$ cat src/rtl/alu_pkg.sv
// Shared constants for the ALU control path.
// Holds the R-type funct codes, the 4-bit ALU control codes the external ALU
// understands, and the state encoding of the op issuer.
package alu_pkg;

  // R-type funct field values for the supported ALU operations
  localparam logic [5:0] FUNCT_AND = 6'b100100;
  localparam logic [5:0] FUNCT_OR  = 6'b100101;
  localparam logic [5:0] FUNCT_ADD = 6'b100000;
  localparam logic [5:0] FUNCT_SUB = 6'b100010;
  localparam logic [5:0] FUNCT_SLT = 6'b101010;
  localparam logic [5:0] FUNCT_NOR = 6'b100111;

  // ALUctl codes presented to the ALU datapath
  localparam logic [3:0] CTL_AND = 4'b0000;
  localparam logic [3:0] CTL_OR  = 4'b0001;
  localparam logic [3:0] CTL_ADD = 4'b0010;
  localparam logic [3:0] CTL_SUB = 4'b0110;
  localparam logic [3:0] CTL_SLT = 4'b0111;
  localparam logic [3:0] CTL_NOR = 4'b1100;

  // Issuer states: waiting for a command, holding ALU inputs, offering a response
  typedef enum logic [1:0] {
    IDLE   = 2'd0,
    SETTLE = 2'd1,
    RESP   = 2'd2
  } state_e;

endpackage

$ cat src/rtl/alu_funct_decode.sv
// Combinational R-type funct decoder.
// Ports:
//   funct_i   - 6-bit funct field
//   ctl_o     - 4-bit ALU control code (0 when the funct is illegal)
//   illegal_o - high when funct is not one of the six supported operations
module alu_funct_decode
  import alu_pkg::*;
(
  input  logic [5:0] funct_i,
  output logic [3:0] ctl_o,
  output logic       illegal_o
);

  // Map each supported funct to its ALUctl; everything else is flagged illegal
  always_comb begin
    ctl_o     = 4'b0000;
    illegal_o = 1'b0;
    case (funct_i)
      FUNCT_AND: ctl_o = CTL_AND;
      FUNCT_OR:  ctl_o = CTL_OR;
      FUNCT_ADD: ctl_o = CTL_ADD;
      FUNCT_SUB: ctl_o = CTL_SUB;
      FUNCT_SLT: ctl_o = CTL_SLT;
      FUNCT_NOR: ctl_o = CTL_NOR;
      default:   illegal_o = 1'b1;
    endcase
  end

endmodule

$ cat src/rtl/alu_op_issuer.sv
// ALU op issuer: initiator side of the ALU control interface.
// Accepts one R-type command at a time, drives the external ALU, waits a fixed
// number of settle cycles, captures the result and offers it as a response.
// Ports:
//   clk, rst_n                  - clock, asynchronous active-low reset
//   cmd_valid_i / cmd_ready_o   - command handshake
//   cmd_funct_i, cmd_a_i/_b_i   - funct field and operands
//   alu_a_o, alu_b_o, alu_ctl_o - registered ALU inputs
//   alu_out_i, alu_zero_i       - ALU result and zero flag (any set bit = zero)
//   rsp_valid_o / rsp_ready_i   - response handshake
//   rsp_data_o, rsp_zero_o      - captured result and zero flag
//   rsp_err_o                   - command had an illegal funct
//   op_count_o                  - completed legal ops (wrapping)
//   err_count_o                 - illegal ops (saturating)
module alu_op_issuer
  import alu_pkg::*;
#(
  parameter int DATA_W     = 32,
  parameter int SETTLE_CYC = 1
) (
  input  logic              clk,
  input  logic              rst_n,
  input  logic              cmd_valid_i,
  output logic              cmd_ready_o,
  input  logic [5:0]        cmd_funct_i,
  input  logic [DATA_W-1:0] cmd_a_i,
  input  logic [DATA_W-1:0] cmd_b_i,
  output logic [DATA_W-1:0] alu_a_o,
  output logic [DATA_W-1:0] alu_b_o,
  output logic [3:0]        alu_ctl_o,
  input  logic [DATA_W-1:0] alu_out_i,
  input  logic [1:0]        alu_zero_i,
  output logic              rsp_valid_o,
  input  logic              rsp_ready_i,
  output logic [DATA_W-1:0] rsp_data_o,
  output logic              rsp_zero_o,
  output logic              rsp_err_o,
  output logic [15:0]       op_count_o,
  output logic [7:0]        err_count_o
);

  localparam logic [3:0] SETTLE_LOAD = 4'(SETTLE_CYC - 1);

  state_e            state_q, state_d;
  logic [3:0]        settleCnt_q, settleCnt_d;
  logic [DATA_W-1:0] aluA_q, aluA_d;
  logic [DATA_W-1:0] aluB_q, aluB_d;
  logic [3:0]        aluCtl_q, aluCtl_d;
  logic [DATA_W-1:0] rspData_q, rspData_d;
  logic              rspZero_q, rspZero_d;
  logic              rspErr_q, rspErr_d;
  logic [15:0]       opCount_q, opCount_d;
  logic [7:0]        errCount_q, errCount_d;
  logic              outOfReset_q;

  logic [3:0]        decCtl;
  logic              decIllegal;
  logic              cmdFire;

  alu_funct_decode u_decode (
    .funct_i   (cmd_funct_i),
    .ctl_o     (decCtl),
    .illegal_o (decIllegal)
  );

  // cmd_ready must read 0 while reset is held, so ready is additionally
  // gated by a flag that only sets on the first clock after reset release
  assign cmd_ready_o = (state_q == IDLE) && outOfReset_q;
  assign cmdFire     = cmd_valid_i && cmd_ready_o;

  // Next-state and datapath updates; every register holds by default so the
  // ALU inputs stay put between ops
  always_comb begin
    state_d     = state_q;
    settleCnt_d = settleCnt_q;
    aluA_d      = aluA_q;
    aluB_d      = aluB_q;
    aluCtl_d    = aluCtl_q;
    rspData_d   = rspData_q;
    rspZero_d   = rspZero_q;
    rspErr_d    = rspErr_q;
    opCount_d   = opCount_q;
    errCount_d  = errCount_q;
    case (state_q)
      IDLE: begin
        if (cmdFire) begin
          if (decIllegal) begin
            // Illegal funct never reaches the ALU; answer straight away
            rspErr_d  = 1'b1;
            rspData_d = '0;
            rspZero_d = 1'b0;
            state_d   = RESP;
          end else begin
            aluA_d      = cmd_a_i;
            aluB_d      = cmd_b_i;
            aluCtl_d    = decCtl;
            settleCnt_d = SETTLE_LOAD;
            state_d     = SETTLE;
          end
        end
      end
      SETTLE: begin
        if (settleCnt_q == 4'd0) begin
          rspData_d = alu_out_i;
          rspZero_d = |alu_zero_i;
          rspErr_d  = 1'b0;
          state_d   = RESP;
        end else begin
          settleCnt_d = settleCnt_q - 4'd1;
        end
      end
      RESP: begin
        if (rsp_ready_i) begin
          state_d = IDLE;
          if (rspErr_q) begin
            if (errCount_q != 8'hFF) begin
              errCount_d = errCount_q + 8'd1;
            end
          end else begin
            opCount_d = opCount_q + 16'd1;
          end
        end
      end
      default: state_d = IDLE;
    endcase
  end

  // State and datapath registers; reset clears everything and drops any op
  always_ff @(posedge clk or negedge rst_n) begin
    if (!rst_n) begin
      state_q      <= IDLE;
      settleCnt_q  <= 4'd0;
      aluA_q       <= '0;
      aluB_q       <= '0;
      aluCtl_q     <= 4'b0000;
      rspData_q    <= '0;
      rspZero_q    <= 1'b0;
      rspErr_q     <= 1'b0;
      opCount_q    <= 16'd0;
      errCount_q   <= 8'd0;
      outOfReset_q <= 1'b0;
    end else begin
      state_q      <= state_d;
      settleCnt_q  <= settleCnt_d;
      aluA_q       <= aluA_d;
      aluB_q       <= aluB_d;
      aluCtl_q     <= aluCtl_d;
      rspData_q    <= rspData_d;
      rspZero_q    <= rspZero_d;
      rspErr_q     <= rspErr_d;
      opCount_q    <= opCount_d;
      errCount_q   <= errCount_d;
      outOfReset_q <= 1'b1;
    end
  end

  assign alu_a_o     = aluA_q;
  assign alu_b_o     = aluB_q;
  assign alu_ctl_o   = aluCtl_q;
  assign rsp_valid_o = (state_q == RESP);
  assign rsp_data_o  = rspData_q;
  assign rsp_zero_o  = rspZero_q;
  assign rsp_err_o   = rspErr_q;
  assign op_count_o  = opCount_q;
  assign err_count_o = errCount_q;

endmodule

$ cat config.mk
export PLATFORM = sky130hd
export DESIGN_NAME = alu_op_issuer
export DESIGN_NICKNAME = d
export VERILOG_FILES = /design/src/rtl/alu_pkg.sv /design/src/rtl/alu_funct_decode.sv /design/src/rtl/alu_op_issuer.sv
export SDC_FILE = /design/constraint.sdc
export NUM_CORES = 1
export LEC_CHECK = 0
export ABC_AREA = 1
export CORE_MARGIN = 2
export CORE_UTILIZATION = 37
export DETAILED_ROUTE_END_ITERATION = 10
export GPL_ROUTABILITY_DRIVEN = 0
export PLACE_DENSITY = 0.74
export SYNTH_ARGS = -nofsm -noshare
export SYNTH_HDL_FRONTEND = slang
export SYNTH_HIERARCHICAL = 1
export SYNTH_SLANG_ARGS = --single-unit
$ cat constraint.sdc
create_clock -name clk -period 4.1 [get_ports clk]
set_clock_uncertainty 0.05 [all_clocks]
set_input_delay 0.82 -clock clk [delete_from_list [all_inputs] [get_ports clk]]
set_output_delay 0.82 -clock clk [all_outputs]
set_load 0.01 [all_outputs]
* After elaboration in Yosys (flattened, before gate mapping)
Cells that the tools add are included.
Operators by class: $add $sub $neg 3, equal/unequal tests 15, muxes and demuxes 22, bitwise gates (word level) 1, reduce and logical (&&, ||, !) cells 13
Operators with widths (number):
- $mux 32 | 3
- $pmux 32 s2 | 1
- $eq 6x6->1 const B | 6
- $pmux 4 s5 | 1
- $add 16x1->16 const B | 1
- $mux 4 | 3
- $reduce_and 4->1 | 3
- $ne 2x2->1 const B | 5
- $reduce_and 3->1 | 3
- $add 8x1->8 const B | 1
- $mux 2 | 4
- $ne 8x8->1 const B | 1
- $pmux 4 s2 | 1
- $mux 1 | 6
- $pmux 2 s3 | 1
- $reduce_or 6->1 | 1
- $logic_not 4->1 | 1
- $pmux 1 s2 | 2
- $sub 4x1->4 const B | 1
- $eq 2x1->1 const B | 1
- $eq 2x2->1 const B | 1
- $logic_and 1x1->1 | 2
- $logic_not 2->1 | 1
- $ne 2x1->1 const B | 1
- 3 further kinds | 3
Word-level totals: register bits after elaboration 133, bits of input ports 108, output and inout bits 128

* Logic depth before layout (Yosys ltp)
Gate-level depths: netlist (run 1).
depth after elaboration 5, depth in mapped cells 12, gate-level depth less buffers 10

* Modules after synthesis
Netlist (run 1), hierarchy kept.
Modules (own cells, without submodules):
- alu_op_issuer | times used 1, cells each 651, area each 5586.6 um^2, sequential area each 3328.2 um^2
- alu_funct_decode | times used 1, cells each 24, area each 123.9 um^2, sequential area each 0.0 um^2

* Worst setup path before layout (run 1)
OpenSTA, ideal clock, no wires.
path type input port to flip-flop, from input port cmd_funct_i[5], to register rspData_q[26], in the netlist rsp_data_o[26], setup time 121 ps, arrival 1856 ps, required time 3929 ps, setup slack 2073 ps, stages 12, buffers on the path 2, path through inv_1 > nor2_4 > nand2_2 > nor2_2 > nor2_1 > inv_1 > a21oi_1 > nand3_2 > buf_6 > buf_6 > nand2_1 > o21ai_1
On the way: longest elaborated chain between the ends 4
Ends and longest elaborated chain:
- from (decl) | RTL line alu_op_issuer.sv:25 | input logic [5:0] cmd_funct_i,
- $eq 6x6->1 | RTL line alu_funct_decode.sv:18 | case (funct_i)
- $reduce_or 6->1 (no source line) *
- $ne 2x2->1 (no source line) *
- $reduce_and 4->1 (no source line) *
- to (signal assigned) | RTL line alu_op_issuer.sv:148 | rspData_q <= rspData_d;
- to (decl) | RTL line alu_op_issuer.sv:49 | logic [DATA_W-1:0] rspData_q, rspData_d;
Mark *: on every way between the ends. The rest lies on a longest branch, timed or not. A chain may end at the register's enable or synchronous reset.

* Worst setup path in the final report (run 1)
from input port cmd_funct_i[5], to register settleCnt_q[1]
On the way: longest elaborated chain between the ends 4
Ends and longest elaborated chain:
- $eq 6x6->1 | RTL line alu_funct_decode.sv:18
- $reduce_or 6->1 (no source line) *
- $ne 2x2->1 (no source line) *
- $reduce_and 4->1 (no source line) *
- to (signal assigned) | RTL line alu_op_issuer.sv:144 | settleCnt_q <= settleCnt_d;
- to (decl) | RTL line alu_op_issuer.sv:45 | logic [3:0] settleCnt_q, settleCnt_d;
Marks and branches as above.

==> results of run 1 <==
Yosys cell counts, types with 3 or more instances:
| master | number | area share |
|---|---|---|
| xor2_1 | 7 | 0.011 |
| buf_6 | 4 | 0.0079 |
| dfrtp_1 | 133 | 0.58 |
| nand3b_1 | 4 | 0.0053 |
| o21ai_0 | 32 | 0.028 |
| xnor2_1 | 6 | 0.0092 |
| buf_2 | 10 | 0.0088 |
| nand3_1 | 21 | 0.018 |
| clkbuf_1 | 8 | 0.0053 |
| o21ai_1 | 10 | 0.0088 |
| nand2_1 | 345 | 0.23 |
| o21ai_2 | 3 | 0.0046 |
| inv_1 | 32 | 0.021 |
| nor2_2 | 6 | 0.0066 |
| nand4_1 | 9 | 0.0099 |
| nor2_1 | 22 | 0.014 |
| ha_1 | 4 | 0.0088 |
| inv_2 | 4 | 0.0026 |
sequential cells by signal, summed over array words and instances, names as in the netlist:
register	flops
alu_a_o	32
alu_b_o	32
rsp_data_o	32
op_count_o	16
err_count_o	8
alu_ctl_o	4
settleCnt_q	4
state_q	2
outOfReset_q	1
rsp_err_o	1
rsp_zero_o	1
area by class of cell:
type	count	area, um^2	share of cell area
Clock buffer	23	468	0.0528
Clock inverter	9	150	0.0169
Inverter	36	135	0.0152
Multi-Input combinational cell	481	2110	0.238
Sequential cell	133	3330	0.375
Tap cell	188	235	0.0265
Timing Repair Buffer	243	2440	0.275
critical path, delay by kind of cell:
kind | cells | cell delay (ns)
buffers and inverters | 4 | 1.20
AO/OA/AOI/OAI | 1 | 0.08
AND/OR/NAND/NOR | 7 | 0.79
logic make-up (layout without fill, tap and decap cells):
group                    after synthesis  after routing  share of synthesized area
AO/OA/AOI/OAI                         49             49                     0.0458
XOR/XNOR                              13             13                     0.0199
AND/OR/NAND/NOR                      414            414                      0.293
buffers and inverters                 61            311                     0.0491
flip-flops                           133            133                      0.583
other                                  1              1                   0.000657
adder cells (fa/ha/maj)                4              4                    0.00876
stage by stage:
| stage | utilization | instance area (um^2) |
|---|---|---|
| after CTS | 0.585 | 8870 |
| after global placement | 0.545 | 8250 |
| after floorplan | - | 5710 |
| final | 0.585 | 8870 |
| after global routing | 0.585 | 8870 |
| after detailed placement | 0.545 | 8250 |
report_power, final:
group	internal [mW]	switching (mW)
Combinational	0.784	0.658
Clock	1.05	0.540
Sequential	1.61	0.212
final timing paths:
path | slack (ns) | cells past startpoint | from | end
setup reg to reg | 2.23 | 6 | state_q[1] | settleCnt_q[1]
setup / recovery | 1.45 | 12 | cmd_funct_i[5] | settleCnt_q[1]
hold reg to reg | 0.43 | 2 | alu_a_o[30] | alu_a_o[30]
max in group asynchronous | 2.87 | 2 | rst_n | alu_b_o[10]
hold / removal | 0.39 | 1 | rst_n | op_count_o[13]
min in group clk | 0.43 | 2 | alu_a_o[30] | alu_a_o[30]
routing by layer:
metal / vias up / wire length (um) / global-route usage
met5: - / 0 / 0
met1: 2322 / 6340 / 0.228
met2: 177 / 6820 / 0.290
li1: 2569 / - / -
met4: 0 / 282 / 0.0666
met3: 25 / 1150 / 0.0664
==> results.md, run 1 <==
- The run finished with clean final reports.
- The synthesized design contains 133 register bits.
- The number of global-route vias before repair is 4,872.
- Setup repair after global routing left no endpoint under its margin.
- The detailed router placed 5,093 vias in this run.
- The peak per-stage delay on the critical path is 0.57 ns.
- The cell sitting at the root of the clock tree is a clkbuf_16.
- Counting along the longest clock path gives a buffer depth of 2.
- Port buffering added 235 buffers.
- The number of nets handed over by synthesis was 787.
- The number of distinct library cells after synthesis is 29.
- The Yosys step of the flow raised 6 warnings.
- Compared with the post-synthesis result, the final layout area differs by 55.3%.
- Counting every instance in the synthesized netlist gives 675.
- The slowest stage of the critical path is the buf_4 cell.
- The power density normalized to cell area is 548 nW/um^2.
- The clock slew seen by the registers of the worst setup and hold paths is 0.05 ns.
- The hold buffer count at CTS is 0.
- The global route total overflow is 0.
- Data arrives at the worst endpoint at 2.89 ns.
- The most common cell after layout, fill and taps aside is nand2_1.
- For this run, the total global-route usage over all layers was measured as 0.182.
- Total power for the finished layout comes to 4.85 mW.
- IR analysis of the VDD net gives a maximum drop of 0.301 mV.
- The number of pins with negative max-slew slack in the final report came to 0.
- The total detailed-routing wirelength is 14,600 um.
- Measured along the y axis, the die boundary spans 128 um.
- For this design the top-level I/O count stands at 236.
- The number of gates resized after cts is 0.
- The wire length per cell is 13.1 um.
- In the synthesized netlist the async set-or-reset flop fraction comes to 1.00.
- The number of flops mapped to enable cells by yosys is 0.
- TritonCTS created 17 clock buffers.
- The min-delay analysis places its worst path in the category input port to async pin.
- The initial utilization of the core area, before any placement, comes to 0.377.
- The initial antenna violation count was 0.
- The non-filler instance count after layout is 1,113.
- Counting every sink on the clock net gives 133.
- The maximum clock frequency is 377 MHz.
- The die covers 16,400 um^2.
- The post-route DRC violation count is 0.
- The global-route wire length before repair is 23,700 um.
- The core area is 15,100 um^2.
- After the first detailed-routing iteration, the DRC count stood at 304.
- Before CTS, the worst setup slack after placement is 0.967 ns.
- Once the clock tree was built, the setup fixing pass inserted 0 buffers.
- A synthesized cell averages 8.46 um^2.
- Summed over all cells, the static leakage comes to 4.19 nW.
- 0 antenna diodes ended up in the layout.
- The count of endpoints failing hold in the final timing report was 0.
- Setup violations remaining at the end of the flow were counted as 0.
- The fraction of the yosys area taken by sequential cells is 0.583.
- The most frequent cell on the critical path is inv_1.
- The first TritonRoute pass finished after 6 iterations.
- The chip width is 128 um.
- The detailed-placement wirelength estimate is 10,100 um.
- The pin slew with the least headroom to its limit is 0.768 ns.
- The worst-case headroom to the max-slew limit is 0.488.
- The top flip-flop cell by instance count after synthesis is dfrtp_1.
- In the layout the commonest cells are nand2_1 (345), clkdlybuf4s50_1 (234), dfrtp_1 (133).
- STA classifies the critical path endpoint as a flop.
- After filler insertion, the fill cell instance count of the layout stands at 1,322.
- The sort of element at the start of the critical path is an input port.
- In this run the worst path has a maximum fanout of 71.
- The CTS H-tree depth is 4.
- The number of maximum-capacitance constraint violations is 0.
- For this run, the post-layout net count is 1,024.
- TritonCTS built the clock tree.
- The worst setup path is of the input port to flop kind.
- The netlist area before placement is 5710 um^2.
- The number of placement rows is 45.
- At the worst endpoint, the required time is 4.33 ns.
- The antenna violation net count after detailed routing is 0.
- Entering global routing, the biggest net connects 84 pins.
- Final hold analysis gives a worst-case slack of 0.389 ns.
- The cell count after placement is 1,081.
- The vias per cell is 4.58.
- Walking the worst path, the cells encountered are clkdlybuf4s50_1, inv_1, nor2_4, nand2_2, nor2_2, nor2_1, inv_1, nand4_4, buf_4, nand2_1, nand3b_1, o21ai_0.
- The routed design could run at a clock period as short as 2.65 ns.
- In the final layout, the share of cells above drive strength 1 is 0.0605.
- In the finished design, the share of the clock period the worst path needs comes to 0.647.
- The clock latency on the worst-skew pair is 0.40 ns.
- Across all setup checks in the final design, the least slack found is 1.45 ns.
- The setup TNS is 0 ns.
Power figures use the tool's default switching activity.
==> inputs of run 2 (changes only) <==
clock period = 2.7 ns   (was 4.1 ns; I/O delays follow)
==> run 2 against run 1 <==
Final cell count barely moved. Total power rose by 50%. Non-clock buffer count is 1 lower. Combinational power up 52%. Register-to-register slack lost 1.4 ns. Die area did not move. First-iteration DRC count down 17%. Via count is 1.2% higher. Global-route usage rose by 0.35 points. Final area grew 0.13%. Wire length grew 2.2%.
==> results.md, run 2 (synthesis results as in run 1) <==
- The total clock buffers created by CTS is 17 (unchanged).
- The number of maximum-capacitance constraint violations is 0 (unchanged).
- The switching fraction of total power came to 0.300 (was 0.290).
- The total power draw is 7.30 mW (was 4.85 mW).
- The static leakage power is 4.19 nW (about the same).
- The sort of element at the start of the critical path was a flop (was input port).
- The number of sinks handled by clock tree synthesis is 133 (unchanged).
- The setup TNS is 0 ns (unchanged).
- The power density normalized to cell area is 822 nW/um^2 (was 548 nW/um^2).
- The type of the worst setup path is flop to output port (was input port to flop).
- The startpoint of the worst setup timing path is state_q[1] (was cmd_funct_i[5]).
- The clock latency on the worst-skew pair is 0.41 ns (was 0.40 ns).
- The worst-case headroom to the max-slew limit is 0.527 (was 0.488).
- The count of input and output buffers is 235 (unchanged).
- The number of global-route vias before repair came to 4,970 (was 4,872).
- The total detailed-routing wirelength came to 14,900 um (was 14,600 um).
- The layout cell share with drive strength beyond 1 came to 0.0639 (was 0.0605).
- The length in cells of the worst reg-to-reg path was 6 (unchanged).
- The fraction of power consumed by the clock network is 0.320 (was 0.327).
- The path class of the lowest-slack min-delay path was input port to async pin (unchanged).
- The total setup buffers inserted after CTS is 0 (unchanged).
- The overall die height is 128 um (unchanged).
- The number of detailed-routing iterations run before antenna repair is 4 (was 6).
- The critical path arrival was 1.73 ns (was 2.89 ns).
- The setup slack of the critical path after layout is 0.378 ns (was 1.45 ns).
- The end-of-flow core utilization is 0.586 (was 0.585).
- The hold buffer count at CTS is 0 (unchanged).
- The critical path capture point type is an output port (was flop).
- The wire length per cell is 13.4 um (was 13.1 um).
- The routed design could run at a clock period as short as 2.32 ns.
- The antenna violation net count after detailed routing was 0 (unchanged).
- The via total after detailed routing was 5,154 (was 5,093).
- The clock slew seen by the registers of the worst setup and hold paths is 0.06 ns (was 0.05 ns).
- The relative contribution of sequential cells to total power came to 0.380 (was 0.376).
- The capture point of the critical path is rsp_valid_o (was settleCnt_q[1]).
- The final instance area was 8880 um^2 (was 8870 um^2).
- The maximum number of buffers from clock root to sink is 2 (unchanged).
- The global route total overflow came to 0 (unchanged).
- Most frequent cells in the layout: nand2_1 (345), clkdlybuf4s50_1 (234), dfrtp_1 (133) (unchanged).
- The chip width is 128 um (unchanged).
- The most common cell after layout, fill and taps aside is nand2_1 (unchanged).
- The detailed-placement wirelength estimate was 10,300 um (was 10,100 um).
- The post-layout net count is 1,023 (was 1,024).
- The maximum fanout encountered on the critical timing path is 7 (was 71).
- The post-placement worst setup slack is 0.315 ns (was 0.967 ns).
- The number of placement rows is 45 (unchanged).
- The maximum number of pins on one net before global-route repair is 134 (was 84).
- The count of endpoints failing hold in the final timing report was 0 (unchanged).
- The non-filler instance count after layout is 1,112 (was 1,113).
- The number of pins with negative max-slew slack in the final report is 0 (unchanged).
- The post-route DRC violation count is 0 (unchanged).
- The DRC marker count from the first detailed-route iteration came to 251 (was 304).
- The cell count after placement was 1,080 (was 1,081).
- The initial cell density of the core is 0.377 (unchanged).
- The area of the die is 16,400 um^2 (unchanged).
- The CTS H-tree depth is 4 (unchanged).
- The core area is 15,100 um^2 (unchanged).
- The startpoint of the most critical register-to-register path is state_q[0] (was state_q[1]).
- The worst reg2reg path endpoint is rsp_data_o[17] (was settleCnt_q[1]).
- The pin slew with the least headroom to its limit came to 0.710 ns (was 0.768 ns).
- The setup slack of the most critical reg-to-reg path came to 0.86 ns (was 2.23 ns).
- The number of ports placed on the die boundary is 236 (unchanged).
- Unrepaired setup endpoints after global routing: no (unchanged).
- The maximum clock frequency is 431 MHz.
- The placed standard-cell area came to 8280 um^2 (was 8250 um^2).
- The switching power of the nets came to 2.19 mW (was 1.41 mW).
- The overall routing resource usage is 0.186 (was 0.182).
- The antenna cell count was 0 (unchanged).
- Status: complete, no violations (unchanged).
- The buffer cell driving the clock tree root is clkbuf_16 (unchanged).
- The clock tree from TritonCTS was done (unchanged).
- The area added between synthesis and finish was 55.5% (was 55.3%).
- The vias per cell is 4.63 (was 4.58).
- The maximum resistive drop on vdd came to 0.516 mV (was 0.301 mV).
- The final hold slack was 0.154 ns (was 0.389 ns).
- The required time of the critical path is 2.11 ns (was 4.33 ns).
- The fraction of the cycle the final worst path needs is 0.860.
- The total setup violations reported at the end of the flow is 0 (unchanged).
- The initial antenna violation count is 0 (unchanged).
- The global-route wire length before repair is 24,200 um (was 23,700 um).
- The internal power summed over all cells was 5.11 mW (was 3.44 mW).
- The logic gate share of total power came to 0.300 (was 0.297).
- The number of gates resized after cts came to 0 (unchanged).
run 2: changes by cell type in the layout (fill, tap and decap cells not counted), sizes merged:
cell	previous run	this run
buf	9	8
clkinvlp	2	3
clkbuf	23	18
clkinv	3	8
bufinv	4	3
run 2: worst min-delay path by stage:
stage                     depth (start not counted)  slack, ns            end        start
after detailed placement                          2       0.41     alu_b_o[4]   alu_b_o[4]
after global placement                            2       0.41    alu_a_o[16]  alu_a_o[16]
after global routing                              2       0.21  op_count_o[6]        rst_n
final                                             2       0.15  op_count_o[6]        rst_n
after floorplan                                   0       0.19     alu_a_o[0]        rst_n
after CTS                                         2       0.20  op_count_o[6]        rst_n
run 2: power groups by stage:
stage / clock network, mW / registers [mW] / logic, mW
2_1_floorplan: 0 / 2.97 / 0.720
3_3_place_gp: 0 / 2.79 / 2.18
3_5_place_dp: 0 / 2.79 / 2.22
4_1_cts: 2.38 / 2.78 / 2.23
5_1_grt: 2.48 / 2.84 / 2.41
6_report: 2.33 / 2.78 / 2.19
run 2: metal layers:
metal / track usage / share of wire / vias up
li1: - / - / 2567
met1: 0.229 / 0.42 / 2369
met2: 0.290 / 0.47 / 181
met3: 0.0659 / 0.084 / 37
met4: 0.0886 / 0.026 / 0
met5: 0 / 0 / -
run 2: cell type report:
cell class | instances | area (um^2)
Clock buffer | 18 | 439
Clock inverter | 14 | 160
Timing Repair Buffer | 242 | 2470
Sequential cell | 133 | 3330
Tap cell | 188 | 235
Fill cell | 1319 | 6270
Multi-Input combinational cell | 481 | 2110
Inverter | 36 | 135
run 2: critical path, stage by stage (launching register included):
cell and delay (ns):
dfrtp_1 0.46, inv_1 0.09, nor2_1 0.19, clkdlybuf4s50_1 0.57
